[config.mk]
export PLATFORM = sky130hd
export DESIGN_NAME = pipelined_cla_addsub_flat
export DESIGN_NICKNAME = d
export VERILOG_FILES = /design/src/rtl/alu_pkg.sv /design/src/rtl/pipelined_cla_addsub_if.sv /design/src/rtl/cla_slice.sv /design/src/rtl/pipelined_cla_addsub.sv /design/src/flat_wrapper.sv
export SDC_FILE = /design/constraint.sdc
export NUM_CORES = 1
export LEC_CHECK = 0
export BUFFER_PORTS_ARGS = -buffer_cell sky130_fd_sc_hd__buf_4
export CAP_MARGIN = 20
export CORE_MARGIN = 2
export CORE_UTILIZATION = 55
export CTS_BUF_LIST = sky130_fd_sc_hd__clkbuf_16
export DETAILED_ROUTE_END_ITERATION = 12
export GPL_ROUTABILITY_DRIVEN = 0
export PLACE_DENSITY_LB_ADDON = 0.1
export SKIP_LAST_GASP = 1
export SLEW_MARGIN = 10
export SYNTH_ARGS = -nofsm -noshare
export SYNTH_HDL_FRONTEND = slang
export SYNTH_SLANG_ARGS = --single-unit
[constraint.sdc]
create_clock -name clk -period 3.5 [get_ports clk]
set_input_delay 0.7 -clock clk [delete_from_list [all_inputs] [get_ports clk]]
set_output_delay 0.7 -clock clk [all_outputs]
set_load 0.02 [all_outputs]
[src/rtl/alu_pkg.sv]
// Shared ALU definitions: add/sub opcode encoding and the status-flag bundle.
package alu_pkg;

  localparam logic [1:0] ALU_ADD = 2'b00;
  localparam logic [1:0] ALU_SUB = 2'b01;
  localparam logic [1:0] ALU_ADC = 2'b10;
  localparam logic [1:0] ALU_SBB = 2'b11;

  typedef struct packed {
    logic carry;
    logic overflow;
    logic zero;
    logic negative;
  } alu_flags_t;

endpackage

[src/rtl/pipelined_cla_addsub_if.sv]
// Operand/result handshake bundle for the pipelined adder/subtractor.
interface pipelined_cla_addsub_if #(
  parameter int N = 32
);
  logic         in_valid;
  logic         in_ready;
  logic [N-1:0] a;
  logic [N-1:0] b;
  logic [1:0]   op;
  logic         c_in;
  logic         out_valid;
  logic         out_ready;
  logic [N-1:0] sum;
  logic         carry;
  logic         overflow;
  logic         zero;
  logic         negative;

  modport master (
    output in_valid, a, b, op, c_in, out_ready,
    input  in_ready, out_valid, sum, carry, overflow, zero, negative
  );

  modport slave (
    input  in_valid, a, b, op, c_in, out_ready,
    output in_ready, out_valid, sum, carry, overflow, zero, negative
  );
endinterface

[src/rtl/cla_slice.sv]
// Combinational two-level carry-lookahead slice: group P/G, then sum-of-products
// lookahead across groups so no carry ripples from one group into the next.
module cla_slice #(
  parameter int W     = 16,
  parameter int GROUP = 4
) (
  input  logic [W-1:0] a,
  input  logic [W-1:0] b_eff,
  input  logic         cin,
  output logic [W-1:0] sum,
  output logic         cout,
  output logic         c_msb
);
  localparam int NG = W / GROUP;

  logic [W-1:0]  w_p;
  logic [W-1:0]  w_g;
  logic [NG-1:0] w_gp;
  logic [NG-1:0] w_gg;
  logic [NG:0]   w_gc;
  logic [W:0]    w_c;

  assign w_p = a ^ b_eff;
  assign w_g = a & b_eff;

  always_comb begin
    logic acc;
    logic prod;
    w_gp = '1;
    w_gg = '0;
    w_gc = '0;
    w_c  = '0;
    for (int g = 0; g < NG; g++) begin
      for (int j = 0; j < GROUP; j++) begin
        w_gg[g] = w_g[g*GROUP+j] | (w_p[g*GROUP+j] & w_gg[g]);
        w_gp[g] = w_gp[g] & w_p[g*GROUP+j];
      end
    end
    // carry into group j expanded directly from all lower group P/G terms
    for (int j = 0; j <= NG; j++) begin
      acc  = 1'b0;
      prod = 1'b1;
      for (int i = j - 1; i >= 0; i--) begin
        acc  = acc | (prod & w_gg[i]);
        prod = prod & w_gp[i];
      end
      w_gc[j] = acc | (prod & cin);
    end
    for (int g = 0; g < NG; g++) begin
      w_c[g*GROUP] = w_gc[g];
      for (int j = 0; j < GROUP - 1; j++) begin
        w_c[g*GROUP+j+1] = w_g[g*GROUP+j] | (w_p[g*GROUP+j] & w_c[g*GROUP+j]);
      end
    end
    w_c[W] = w_gc[NG];
  end

  assign sum   = w_p ^ w_c[W-1:0];
  assign cout  = w_c[W];
  assign c_msb = w_c[W-1];
endmodule

[src/rtl/pipelined_cla_addsub.sv]
// Pipelined CLA adder/subtractor: STAGES slices of N/STAGES bits, each followed by a
// register stage carrying finished low sum bits plus the still-unconsumed operand bits.
module pipelined_cla_addsub
  import alu_pkg::*;
#(
  parameter int N      = 32,
  parameter int STAGES = 2,
  parameter int GROUP  = 4
) (
  input  logic                   clk,
  input  logic                   rst_n,
  input  logic                   clear,
  pipelined_cla_addsub_if.slave  bus
);
  localparam int W = N / STAGES;

  logic [N-1:0]      r_sa [STAGES];
  logic [N-1:0]      r_b  [STAGES];
  logic [STAGES-1:0] r_c;
  logic [STAGES-1:0] r_vld;
  logic              r_cmsb;

  logic [N-1:0]      w_b_eff;
  logic              w_cin0;
  logic              w_accept;
  logic [N-1:0]      w_a_in    [STAGES];
  logic [N-1:0]      w_b_in    [STAGES];
  logic [N-1:0]      w_sa_next [STAGES];
  logic              w_cmsb    [STAGES];
  logic [STAGES-1:0] w_c_in;
  logic [STAGES-1:0] w_cout;
  logic [STAGES-1:0] w_adv;
  logic [STAGES-1:0] w_vld_in;
  alu_flags_t        w_flags;

  always_comb begin
    w_b_eff = bus.b;
    w_cin0  = 1'b0;
    case (bus.op)
      ALU_SUB: begin w_b_eff = ~bus.b; w_cin0 = 1'b1;     end
      ALU_ADC: begin                   w_cin0 = bus.c_in; end
      ALU_SBB: begin w_b_eff = ~bus.b; w_cin0 = bus.c_in; end
      default: ;
    endcase
  end

  genvar gi;
  for (gi = 0; gi < STAGES; gi++) begin : g_stage
    logic [W-1:0] w_sl_sum;
    logic [N-1:0] w_merge;

    if (gi == 0) begin : g_head
      assign w_a_in[gi] = bus.a;
      assign w_b_in[gi] = w_b_eff;
      assign w_c_in[gi] = w_cin0;
    end else begin : g_body
      assign w_a_in[gi] = r_sa[gi-1];
      assign w_b_in[gi] = r_b[gi-1];
      assign w_c_in[gi] = r_c[gi-1];
    end

    cla_slice #(.W(W), .GROUP(GROUP)) u_slice (
      .a     (w_a_in[gi][gi*W +: W]),
      .b_eff (w_b_in[gi][gi*W +: W]),
      .cin   (w_c_in[gi]),
      .sum   (w_sl_sum),
      .cout  (w_cout[gi]),
      .c_msb (w_cmsb[gi])
    );

    // finished sum bits overwrite the operand bits they consumed
    always_comb begin
      w_merge = w_a_in[gi];
      w_merge[gi*W +: W] = w_sl_sum;
    end
    assign w_sa_next[gi] = w_merge;
  end

  // a stage may advance when any stage at or beyond it is empty, or the sink is ready
  always_comb begin
    logic acc;
    acc = bus.out_ready;
    w_adv = '0;
    for (int k = STAGES - 1; k >= 0; k--) begin
      acc = acc | ~r_vld[k];
      w_adv[k] = acc;
    end
  end

  assign bus.in_ready = w_adv[0] & ~clear;
  assign w_accept     = bus.in_valid & bus.in_ready;

  always_comb begin
    w_vld_in    = '0;
    w_vld_in[0] = w_accept;
    for (int k = 1; k < STAGES; k++) begin
      w_vld_in[k] = r_vld[k-1];
    end
  end

  always_ff @(posedge clk or negedge rst_n) begin
    if (!rst_n) begin
      for (int k = 0; k < STAGES; k++) begin
        r_sa[k] <= '0;
        r_b[k]  <= '0;
      end
      r_c    <= '0;
      r_vld  <= '0;
      r_cmsb <= 1'b0;
    end else begin
      for (int k = 0; k < STAGES; k++) begin
        if (w_adv[k]) begin
          r_sa[k]  <= w_sa_next[k];
          r_b[k]   <= w_b_in[k];
          r_c[k]   <= w_cout[k];
          r_vld[k] <= w_vld_in[k];
        end
      end
      if (w_adv[STAGES-1]) begin
        r_cmsb <= w_cmsb[STAGES-1];
      end
      if (clear) begin
        r_vld <= '0;
      end
    end
  end

  assign w_flags.carry    = r_c[STAGES-1];
  assign w_flags.overflow = r_c[STAGES-1] ^ r_cmsb;
  assign w_flags.zero     = (r_sa[STAGES-1] == '0);
  assign w_flags.negative = r_sa[STAGES-1][N-1];

  assign bus.out_valid = r_vld[STAGES-1];
  assign bus.sum       = r_sa[STAGES-1];
  assign bus.carry     = w_flags.carry;
  assign bus.overflow  = w_flags.overflow;
  assign bus.zero      = w_flags.zero;
  assign bus.negative  = w_flags.negative;
endmodule

[src/flat_wrapper.sv]
// flat-port wrapper written by rule: the top's interface ports become plain ports
module pipelined_cla_addsub_flat import alu_pkg::*;
#(
  parameter int N      = 32,
  parameter int STAGES = 2,
  parameter int GROUP  = 4
)
  (clk, rst_n, clear, bus_in_valid, bus_a, bus_b, bus_op, bus_c_in, bus_out_ready, bus_in_ready, bus_out_valid, bus_sum, bus_carry, bus_overflow, bus_zero, bus_negative);
  pipelined_cla_addsub_if #(.N(N)) bus_i ();
  input  logic clk;
  input  logic rst_n;
  input  logic clear;
  input wire logic [$bits(bus_i.in_valid)-1:0] bus_in_valid;
  input wire logic [$bits(bus_i.a)-1:0] bus_a;
  input wire logic [$bits(bus_i.b)-1:0] bus_b;
  input wire logic [$bits(bus_i.op)-1:0] bus_op;
  input wire logic [$bits(bus_i.c_in)-1:0] bus_c_in;
  input wire logic [$bits(bus_i.out_ready)-1:0] bus_out_ready;
  output wire logic [$bits(bus_i.in_ready)-1:0] bus_in_ready;
  output wire logic [$bits(bus_i.out_valid)-1:0] bus_out_valid;
  output wire logic [$bits(bus_i.sum)-1:0] bus_sum;
  output wire logic [$bits(bus_i.carry)-1:0] bus_carry;
  output wire logic [$bits(bus_i.overflow)-1:0] bus_overflow;
  output wire logic [$bits(bus_i.zero)-1:0] bus_zero;
  output wire logic [$bits(bus_i.negative)-1:0] bus_negative;
  assign bus_i.in_valid = bus_in_valid;
  assign bus_i.a = bus_a;
  assign bus_i.b = bus_b;
  assign bus_i.op = bus_op;
  assign bus_i.c_in = bus_c_in;
  assign bus_i.out_ready = bus_out_ready;
  assign bus_in_ready = bus_i.in_ready;
  assign bus_out_valid = bus_i.out_valid;
  assign bus_sum = bus_i.sum;
  assign bus_carry = bus_i.carry;
  assign bus_overflow = bus_i.overflow;
  assign bus_zero = bus_i.zero;
  assign bus_negative = bus_i.negative;
  pipelined_cla_addsub #(.N(N), .STAGES(STAGES), .GROUP(GROUP)) u_core (.clk(clk), .rst_n(rst_n), .clear(clear), .bus(bus_i));
endmodule
Yosys cells after proc, flatten, opt, wreduce, memory -nomap -nowiden
Index checks and enable logic that the tools add are counted.
{ "classes": {"n_eq_ne": 3, "n_mux": 5, "n_bitwise": 187, "reduce_logical": 5} }
{ "ops": {"columns": ["cell", "n"], "rows": [
  ["$and 1x1->1", 106],
  ["$or 1x1->1", 70],
  ["$xor 16x16->16", 4],
  ["$and 16x16->16", 2],
  ["$logic_not 32->1", 1],
  ["$mux 32", 1],
  ["$not 32->32", 1],
  ["$eq 2x2->1 const B", 2],
  ["$reduce_bool 2->1", 2],
  ["$reduce_or 2->1", 2],
  ["$not 1->1", 3],
  ["$eq 2x1->1 const B", 1],
  ["$mux 1", 2],
  ["$mux 2", 1],
  ["$pmux 1 s2", 1],
  ["$xor 1x1->1", 1]
]} }
{ "totals": {"reg_bits": 101, "output_inout_bits": 38, "wordCells": 208} }

Longest topological paths before layout
Gate-level depths: netlist (run 1).
{ "logic_depth": {"word_depth": 21, "depth_mapped": 13, "mapped_depth_nobuf": 11} }

Cells and area by module
From an unflattened synthesis (run 1), not the netlist that was laid out.
{ "hier_totals": {"cells_unflattened": 478, "hier_area_um2": 5385.2} }
{ "modules_own_cells": {"columns": ["module", "instances", "cells_per_inst", "area_per_inst_um2", "seq_area_each_um2"], "rows": [
  ["pipelined_cla_addsub", 1, 338, 4016.4, 2127.0],
  ["cla_slice", 2, 70, 684.4, 0.0]
]} }

Least setup slack after synthesis (run 1)
No wires, ideal clock.
{ "synth_path": {"path_type": "in2reg", "start": "in bus_op[0]", "end": "reg u_core.r_sa (netlist bit u_core.g_stage[1].w_merge[15])", "setup_ns": 0.077, "t_arrival_ns": 3.482, "required_time_ns": 3.423, "path_slack_ns": -0.060, "path_stages": 13, "path_cell_list": "buf_6 > buf_2 > xor2_1 > ha_1 > nand2_1 > o21ai_0 > a221oi_1 > a21boi_2 > fa_1 > fa_1 > fa_1 > xor2_1 > a21oi_1"} }
{ "synth_via": {"elab_chain_len": 21, "word_cells_on_any_way": 51, "cone_classes": "eq/ne: 3; mux: 2; bitwise: 44; reduce/logical: 2"} }
{ "synth_rtl": {"columns": ["item", "line", "text"], "rows": [
  ["start, declared", "flat_wrapper.sv:16", "input wire logic [$bits(bus_i.op)-1:0] bus_op;"],
  ["$eq 2x1->1 / $eq 2x2->1 (equally long branches)", "pipelined_cla_addsub.sv:39", "case (bus.op)"],
  ["$reduce_or 2->1 (no source line)", null, null],
  ["$mux 32", null, null],
  ["$xor 16x16->16 / $and 16x16->16 (equally long branches)", "cla_slice.sv:23, cla_slice.sv:24", null],
  ["$and 1x1->1", "cla_slice.sv:35", "w_gg[g] = w_g[g*GROUP+j] | (w_p[g*GROUP+j] & w_gg[g]);"],
  ["$or 1x1->1", "cla_slice.sv:35", null],
  ["$and 1x1->1", "cla_slice.sv:35", null],
  ["$or 1x1->1", "cla_slice.sv:35", null],
  ["(+5 left out)", null, null],
  ["$or 1x1->1", "cla_slice.sv:47", "w_gc[j] = acc | (prod & cin);"],
  ["$and 1x1->1", "cla_slice.sv:52", "w_c[g*GROUP+j+1] = w_g[g*GROUP+j] | (w_p[g*GROUP+j] & w_c[g*GROUP+j]);"],
  ["$or 1x1->1", "cla_slice.sv:52", null],
  ["$and 1x1->1", "cla_slice.sv:52", null],
  ["$or 1x1->1", "cla_slice.sv:52", null],
  ["$and 1x1->1", "cla_slice.sv:52", null],
  ["$or 1x1->1", "cla_slice.sv:52", null],
  ["$xor 16x16->16 (*)", "cla_slice.sv:58", "assign sum = w_p ^ w_c[W-1:0];"],
  ["end signal, assigned by index", "pipelined_cla_addsub.sv:113", "r_sa[k] <= w_sa_next[k];"],
  ["end, declared", "pipelined_cla_addsub.sv:17", "logic [N-1:0] r_sa [STAGES];"]
]} }
Mark *: on every way between the ends. The rest lies on a longest branch, timed or not.
A chain may end at the register's enable or synchronous reset.

Final worst setup path (run 1)
{ "layout_path": {"start": "reg u_core.r_sa[48] (netlist name)", "end": "reg u_core.r_sa (netlist bit u_core.bus.sum[26])"} }
{ "layout_via": {"elab_chain_len": 15, "word_cells_on_any_way": 21, "cone_classes": "bitwise: 21"} }
{ "layout_rtl": {"columns": ["item", "line", "text"], "rows": [
  ["$and 16x16->16", "cla_slice.sv:24", "assign w_g = a & b_eff;"],
  ["$and 1x1->1", "cla_slice.sv:35", null],
  ["$or 1x1->1", "cla_slice.sv:35", null],
  ["$and 1x1->1", "cla_slice.sv:35", null],
  ["$or 1x1->1", "cla_slice.sv:35", null],
  ["$and 1x1->1", "cla_slice.sv:35", null],
  ["$or 1x1->1", "cla_slice.sv:35", null],
  ["$and 1x1->1", "cla_slice.sv:44", "acc = acc | (prod & w_gg[i]);"],
  ["$or 1x1->1", "cla_slice.sv:44", null],
  ["$or 1x1->1 (*)", "cla_slice.sv:47", null],
  ["$and 1x1->1 (*)", "cla_slice.sv:52", null],
  ["$or 1x1->1 (*)", "cla_slice.sv:52", null],
  ["$and 1x1->1 (*)", "cla_slice.sv:52", null],
  ["$or 1x1->1 (*)", "cla_slice.sv:52", null],
  ["$xor 16x16->16 (*)", "cla_slice.sv:58", null],
  ["named net u_core.g_stage[1].u_slice.sum[10]", "cla_slice.sv:10", "output logic [W-1:0] sum,"]
]} }
Mark *: on every way through the listed nets, which the timed path passes. The rest lies on a longest branch.

==> results.py, run 1 <==
metrics = {
    "run_status": {
        "status": "finished clean",
    },
    "setup_path": {
        "r2r_setup_slack_ns": 0.23,
        "launch_instance_of_the_worst_register_to_register_path": "u_core.r_sa[48]",
        "setup.worst_path.end_class": "register",
        "worstSetupStartpointType": "register",
        "reg2regPathDepth": 9,
        "max_stage_delay_ns": 0.47,
        "data_arrival_at_the_endpoint_of_the_critical_path_ns": 3.48,
        "worst_setup_path_class": "register to register",
        "reg2reg_end": "u_core.bus.sum[26]",
        "critPathRequiredTime_ns": 3.71,
        "critical-path-slowest-cell": "sky130_fd_sc_hd__fa_1",
        "crit_family": "adder cells",
        "crit_path_max_fanout": 2,
        "most_repeated_library_cell_on_the_critical_path": "sky130_fd_sc_hd__fa_1",
        "crit_buf_inv": 1,
        "critical_path.cell_chain": "ha_1 > a211oi_1 > o21ai_1 > a21oi_2 > inv_1 > fa_1 > fa_1 > fa_1 > mux2_2",
    },
    "yosys": {
        "syn_nets": 563,
        "yosysUniqueCellTypes": 36,
        "synth_top_area_share_pct": 43.8,
        "ys_async_rst_share_pct": 100,
        "synthesis.instances": 435,
        "yosys-top-cells-area": "sky130_fd_sc_hd__dfrtp_1 (44%), sky130_fd_sc_hd__fa_1 (9.9%), sky130_fd_sc_hd__mux2_2 (9.7%)",
        "synth-edff-count": 0,
        "synth.yosys.seq_area_share_pct": 43.8,
        "ys_warn_count": 0,
        "netlist_area_sq_um": 4850,
        "synth.ff_latch_count": 85,
        "syn_avg_cell_area_sq_um": 11.2,
        "synth_area_leader_cell": "sky130_fd_sc_hd__dfrtp_1",
        "ys_dominant_reg_cell": "sky130_fd_sc_hd__dfrtp_1",
    },
    "cells_and_area": {
        "final_common_cell": "sky130_fd_sc_hd__buf_4",
        "final_layout_size_suffix_gt1_share_pct": 32.4,
        "design.final.nets": 671,
        "final_design_area_no_fill_sq_um": 6120,
        "most-common-layout-cells": "sky130_fd_sc_hd__buf_4 (115), sky130_fd_sc_hd__dfrtp_1 (85), sky130_fd_sc_hd__a21oi_1 (49)",
        "final-seq-area_sq_um": 2130,
        "ant_cells": 0,
        "layout-area-overhead-vs-synth_pct": 26.0,
        "multiInputGateArea_sq_um": 2490,
        "final_cell_count_no_fill": 655,
        "nFillCells": 671,
    },
    "clock_tree": {
        "cts_made_buffers": 9,
        "clock_tree.buffer_depth": 2,
        "hold_buffers": 0,
        "clock_latency_ns": 0.33,
        "cts.htree.levels": 3,
        "cts_setup_buffers": 0,
        "clkSinkCount": 85,
        "cts.root.buffer_cell": "sky130_fd_sc_hd__clkbuf_16",
        "tritoncts": "built",
        "clk_transition_reported_paths_ns": 0.06,
    },
    "global_routing": {
        "globalRouteOverflowTotal": 0,
        "largest_net_degree_at_the_start_of_global_routing": 86,
        "grt.met2_usage_pct": 36.8,
        "met1_usage_pct": 30.2,
        "globalRoute.busiestLayer": "met2",
        "vias_in_the_first_global_route": 3623,
        "antenna_found_initial": 0,
        "grt_first_pass_wirelength_um": 17200,
        "grt_util_met3_pct": 3.72,
        "grt.total_usage_pct": 22.6,
    },
    "die": {
        "die_height_um": 97.9,
        "die-area_sq_um": 9590,
        "design.core.area_sq_um": 8640,
        "initial_utilization_pct": 56.2,
        "chipWidth_um": 97.9,
        "placement_rows": 34,
        "pin_count": 110,
    },
    "timing": {
        "skew_ns": 0.00554,
        "max_clock_freq_mhz": 306,
        "maxSlewHeadroom_pct": 32.9,
        "count_of_final_max_slew_check_failures": 0,
        "rsz0062_at_grt": "no",
        "post_route_fraction_of_the_period_consumed_by_the_critical_path_pct": 93.5,
        "timing.final.hold_violations": 0,
        "actual_transition_at_the_worst_max_transition_pin_ns": 1.01,
        "finalSetupViolCount": 0,
        "period_needed_ns": 3.27,
    },
    "drt": {
        "vias": 3429,
        "first_iter_violations": 118,
        "ant_nets": 0,
        "average_via_count_per_standard_cell": 5.24,
        "detailed_route_wire_length_per_cell_um": 15.5,
        "drt_wl_total_um": 10100,
        "drtPass1Iterations": 4,
        "post-route-drc-count": 0,
    },
    "power": {
        "static_power_due_to_leakage_nw": 2.94,
        "pwrdens_nw_per_um2": 580,
        "irDropWorstVdd_mv": 0.294,
    },
    "place": {
        "dp.cells": 639,
        "place.detailed.hpwl_um": 7470,
        "numPortBuffers": 109,
        "dpl_cell_area_sq_um": 5760,
    },
    "flow_run": {
        "maxCapViolations": 0,
    },
    "min_path": {
        "hold_path.class": "input pin to asynchronous set/reset pin",
    },
}
-- state kept, by name, summed over array words and instances (netlist names) --
register,flops
u_core.bus.sum,32
u_core.g_stage.w_merge,16
u_core.r_b,16
u_core.r_c,2
u_core.r_cmsb,1
u_core.r_sa,16
u_core.r_vld,2
-- what timing repair did --
item / CTS / global route
hold endpoints to repair: 0 / 0
resized for setup: 0 / 2
endpoints found under the setup margin: 0 / 2
-- kinds of logic (layout without fill, tap and decap cells) --
logic type / after synthesis / in the layout / share of synthesized area [%]
muxes: 42 / 42 / 9.74
adders and majority gates: 56 / 56 / 18.1
DFF: 85 / 85 / 43.8
buffers and inverters: 56 / 168 / 4.90
and+or+nand+nor: 79 / 79 / 7.27
xor gates and xnor gates: 41 / 41 / 7.40
AOI/OAI and AO/OA: 76 / 76 / 8.71
-- worst max path at each step --
stage,from,to,slack [ns],cells after the start
6_report,u_core.r_sa[48],u_core.bus.sum[26],0.23,9
5_1_grt,u_core.r_sa[48],u_core.bus.sum[27],0.04,10
4_1_cts,u_core.r_sa[48],u_core.bus.sum[26],0.09,9
3_5_place_dp,bus_op[0],u_core.g_stage[1].w_merge[15],-0.03,12
3_3_place_gp,bus_op[0],u_core.g_stage[1].w_merge[15],0.07,12
2_1_floorplan,bus_op[0],u_core.g_stage[1].w_merge[15],0.02,13
-- synthesized netlist by cell type (5+ instances only) --
cell and n:
sky130_fd_sc_hd__a21oi_1 50, sky130_fd_sc_hd__buf_2 13, sky130_fd_sc_hd__dfrtp_1 85, sky130_fd_sc_hd__fa_1 24, sky130_fd_sc_hd__ha_1 32, sky130_fd_sc_hd__inv_1 37, sky130_fd_sc_hd__mux2_2 42, sky130_fd_sc_hd__nand2_1 14
sky130_fd_sc_hd__nand4_1 5, sky130_fd_sc_hd__nor2_1 43, sky130_fd_sc_hd__nor4_1 8, sky130_fd_sc_hd__o21ai_0 13, sky130_fd_sc_hd__xnor2_1 17, sky130_fd_sc_hd__xor2_1 24
-- cell type report --
type | instances | area share [%]
inverters | 37 | 2.27
multi-input cells | 294 | 40.8
flip-flops and latches | 85 | 34.8
repair buffers | 116 | 14.6
clock inverters | 6 | 1.70
well taps | 108 | 2.21
clock buffers | 9 | 3.68
-- metrics by stage --
stage	setup TNS [ns]	setup WS [ns]	utilization, %	power [W]	hold slack (ns)
after global placement	0	0.0712	66.6	0.00246	0.485
after floorplan	0	0.0221	-	0.00202	0.404
after global routing	0	0.0359	70.8	0.00375	0.268
after CTS	0	0.0928	70.5	0.00357	0.503
final	0	0.228	70.8	0.00355	0.254
after detailed placement	-0.0309	-0.0309	66.6	0.00250	0.492
-- worst reg2reg max path, cell delays in order (launching register included) --
cell,delay (ns)
sky130_fd_sc_hd__dfrtp_1,0.38
sky130_fd_sc_hd__ha_1,0.29
sky130_fd_sc_hd__a211oi_1,0.32
sky130_fd_sc_hd__o21ai_1,0.20
sky130_fd_sc_hd__a21oi_2,0.23
sky130_fd_sc_hd__inv_1,0.09
sky130_fd_sc_hd__fa_1,0.45
sky130_fd_sc_hd__fa_1,0.47
sky130_fd_sc_hd__fa_1,0.47
sky130_fd_sc_hd__mux2_2,0.26
-- routing by layer --
layer  part of all wire [%]  routed length, um
met1                     44               4410
met2                     49               4930
met3                    4.8                491
met4                    2.9                289
met5                      0                  0
-- power breakdown --
part	switching (W)	internal (W)	leakage (nW)
clock	0.000366	0.000688	0.166
sequential	0.000186	0.00121	0.993
combinational	0.000560	0.000534	1.78
total	0.00111	0.00244	2.94
(Power assumes the default switching activity.)
==> run 2: changes to the inputs <==
HOLD_SLACK_MARGIN = 0.03   (was default)
REMOVE_ABC_BUFFERS = 1   (was default)
==> results.py, run 2 (same netlist as run 1, synthesis figures left out) <==
metrics = {
    "die": {
        "design.core.area_sq_um": 8640,
        "chipWidth_um": 97.9,
        "die_height_um": 97.9,
        "initial_utilization_pct": 56.2,
        "placement_rows": 34,
        "pin_count": 110,
        "die-area_sq_um": 9590,
    },
    "global_routing": {
        "vias_in_the_first_global_route": 3558,
        "grt_util_met3_pct": 3.87,
        "grt.total_usage_pct": 20.8,
        "met1_usage_pct": 27.3,
        "grt.met2_usage_pct": 34.2,
        "largest_net_degree_at_the_start_of_global_routing": 85,
        "antenna_found_initial": 0,
        "grt_first_pass_wirelength_um": 16100,
        "globalRoute.busiestLayer": "met2",
        "globalRouteOverflowTotal": 0,
    },
    "cells_and_area": {
        "ant_cells": 0,
        "final_common_cell": "sky130_fd_sc_hd__buf_4",
        "design.final.nets": 677,
        "post-route-util_pct": 70.8,
        "most-common-layout-cells": "sky130_fd_sc_hd__buf_4 (120), sky130_fd_sc_hd__dfrtp_1 (85), sky130_fd_sc_hd__a21oi_1 (50)",
        "final_layout_size_suffix_gt1_share_pct": 32.9,
        "final_cell_count_no_fill": 662,
        "number_of_flip_flops_under_the_largest_register_name": 32,
        "layout-area-overhead-vs-synth_pct": 26.0,
    },
    "power": {
        "share_comb_of_total_power_pct": 32.0,
        "power.sequential.fraction_pct": 41.3,
        "static_power_due_to_leakage_nw": 2.95,
        "switching_share_pct": 32.1,
        "irDropWorstVdd_mv": 0.288,
        "pwrdens_nw_per_um2": 552,
        "power.clock.fraction_pct": 26.7,
        "post-layout-total-power_w": 0.00338,
        "p_sw_w": 0.00108,
        "p_int_w": 0.00229,
    },
    "drt": {
        "first_iter_violations": 106,
        "drtPass1Iterations": 4,
        "vias": 3442,
        "detailed_route_wire_length_per_cell_um": 14.1,
        "average_via_count_per_standard_cell": 5.20,
        "post-route-drc-count": 0,
        "drt_wl_total_um": 9340,
        "ant_nets": 0,
    },
    "clock_tree": {
        "cts.root.buffer_cell": "sky130_fd_sc_hd__clkbuf_16",
        "post_cts_resized": 0,
        "cts.htree.levels": 3,
        "cts_made_buffers": 9,
        "tritoncts": "built",
        "cts_setup_buffers": 0,
        "clock_latency_ns": 0.33,
        "hold_buffers": 0,
        "clock_tree.buffer_depth": 2,
        "clkSinkCount": 85,
        "clk_transition_reported_paths_ns": 0.06,
    },
    "setup_path": {
        "launch_instance_of_the_worst_register_to_register_path": "u_core.r_sa[48]",
        "critical-path-slowest-cell": "sky130_fd_sc_hd__fa_1",
        "crit_family": "adder cells",
        "data_arrival_at_the_endpoint_of_the_critical_path_ns": 3.47,
        "max_stage_delay_ns": 0.49,
        "cp-startpoint": "u_core.r_sa[48]",
        "worstSetupStartpointType": "register",
        "crit_buf_inv": 1,
        "setup.worst_path.end_class": "register",
        "critical_path.cell_chain": "ha_1 > a211oi_1 > o21ai_0 > a21oi_1 > inv_1 > fa_1 > fa_1 > fa_1 > mux2_2",
        "most_repeated_library_cell_on_the_critical_path": "sky130_fd_sc_hd__fa_1",
        "critPathRequiredTime_ns": 3.71,
        "worst_setup_path_class": "register to register",
        "crit_path_max_fanout": 2,
    },
    "place": {
        "post-place-ws_ns": -0.00309,
        "numPortBuffers": 109,
        "dp.cells": 646,
        "place.detailed.hpwl_um": 7140,
    },
    "flow_run": {
        "maxCapViolations": 0,
    },
    "timing": {
        "skew_ns": 0.00578,
        "slack_of_the_critical_path_ns": 0.245,
        "finalSetupViolCount": 0,
        "timing.final.hold_violations": 0,
        "hold-worst-slack_ns": 0.375,
        "post_route_fraction_of_the_period_consumed_by_the_critical_path_pct": 93.0,
        "actual_transition_at_the_worst_max_transition_pin_ns": 0.963,
        "max_clock_freq_mhz": 307,
        "count_of_final_max_slew_check_failures": 0,
        "period_needed_ns": 3.26,
        "rsz0062_at_grt": "no",
        "maxSlewHeadroom_pct": 35.8,
    },
    "min_path": {
        "hold_path.class": "input pin to asynchronous set/reset pin",
    },
    "run_status": {
        "status": "finished clean",
    },
}
## run 2: area by class of cell
class / count / area, sq um
Clock buffer: 9 / 225
Clock inverter: 7 / 57.6
Fill cell: 666 / 2520
Inverter: 37 / 139
Multi-Input combinational cell: 294 / 2490
Sequential cell: 85 / 2130
Tap cell: 108 / 135
Timing Repair Buffer: 122 / 941
## run 2: path summary, 6_finish.rpt
| check | end | slack, ns | depth (start not counted) |
|---|---|---|---|
| worst max-delay path | u_core.bus.sum[26] | 0.24 | 9 |
| worst min-delay path | u_core.r_sa[55] | 0.37 | 1 |
| worst max register to register | u_core.bus.sum[26] | 0.24 | 9 |
| worst min register to register | u_core.bus.sum[4] | 0.51 | 1 |
| max in group asynchronous | u_core.bus.sum[24] | 2.41 | 2 |
| min in group clk | u_core.bus.sum[4] | 0.51 | 1 |
## run 2: per-layer routing
metal  vias up  routed length [um]
li1       1703                   -
met1      1619                4200
met2       100                4390
met3        20                 507
met4         0                 239
met5         -                   0
## run 2: power groups by stage
stage	Combinational [W]	Sequential, W	Clock (W)
5_1_grt	0.00119	0.00143	0.000964
4_1_cts	0.00110	0.00140	0.000919
6_report	0.00108	0.00139	0.000901
3_3_place_gp	0.00106	0.00140	0
3_5_place_dp	0.00109	0.00141	0
2_1_floorplan	0.000462	0.00154	0
## run 2: stage by stage
stage                     setup TNS, ns  cell area (sq um)
after CTS                             0               6120
after global placement                0               5830
final                                 0               6120
after global routing                  0               6120
after floorplan                 -0.0692               4750
after detailed placement       -0.00309               5830
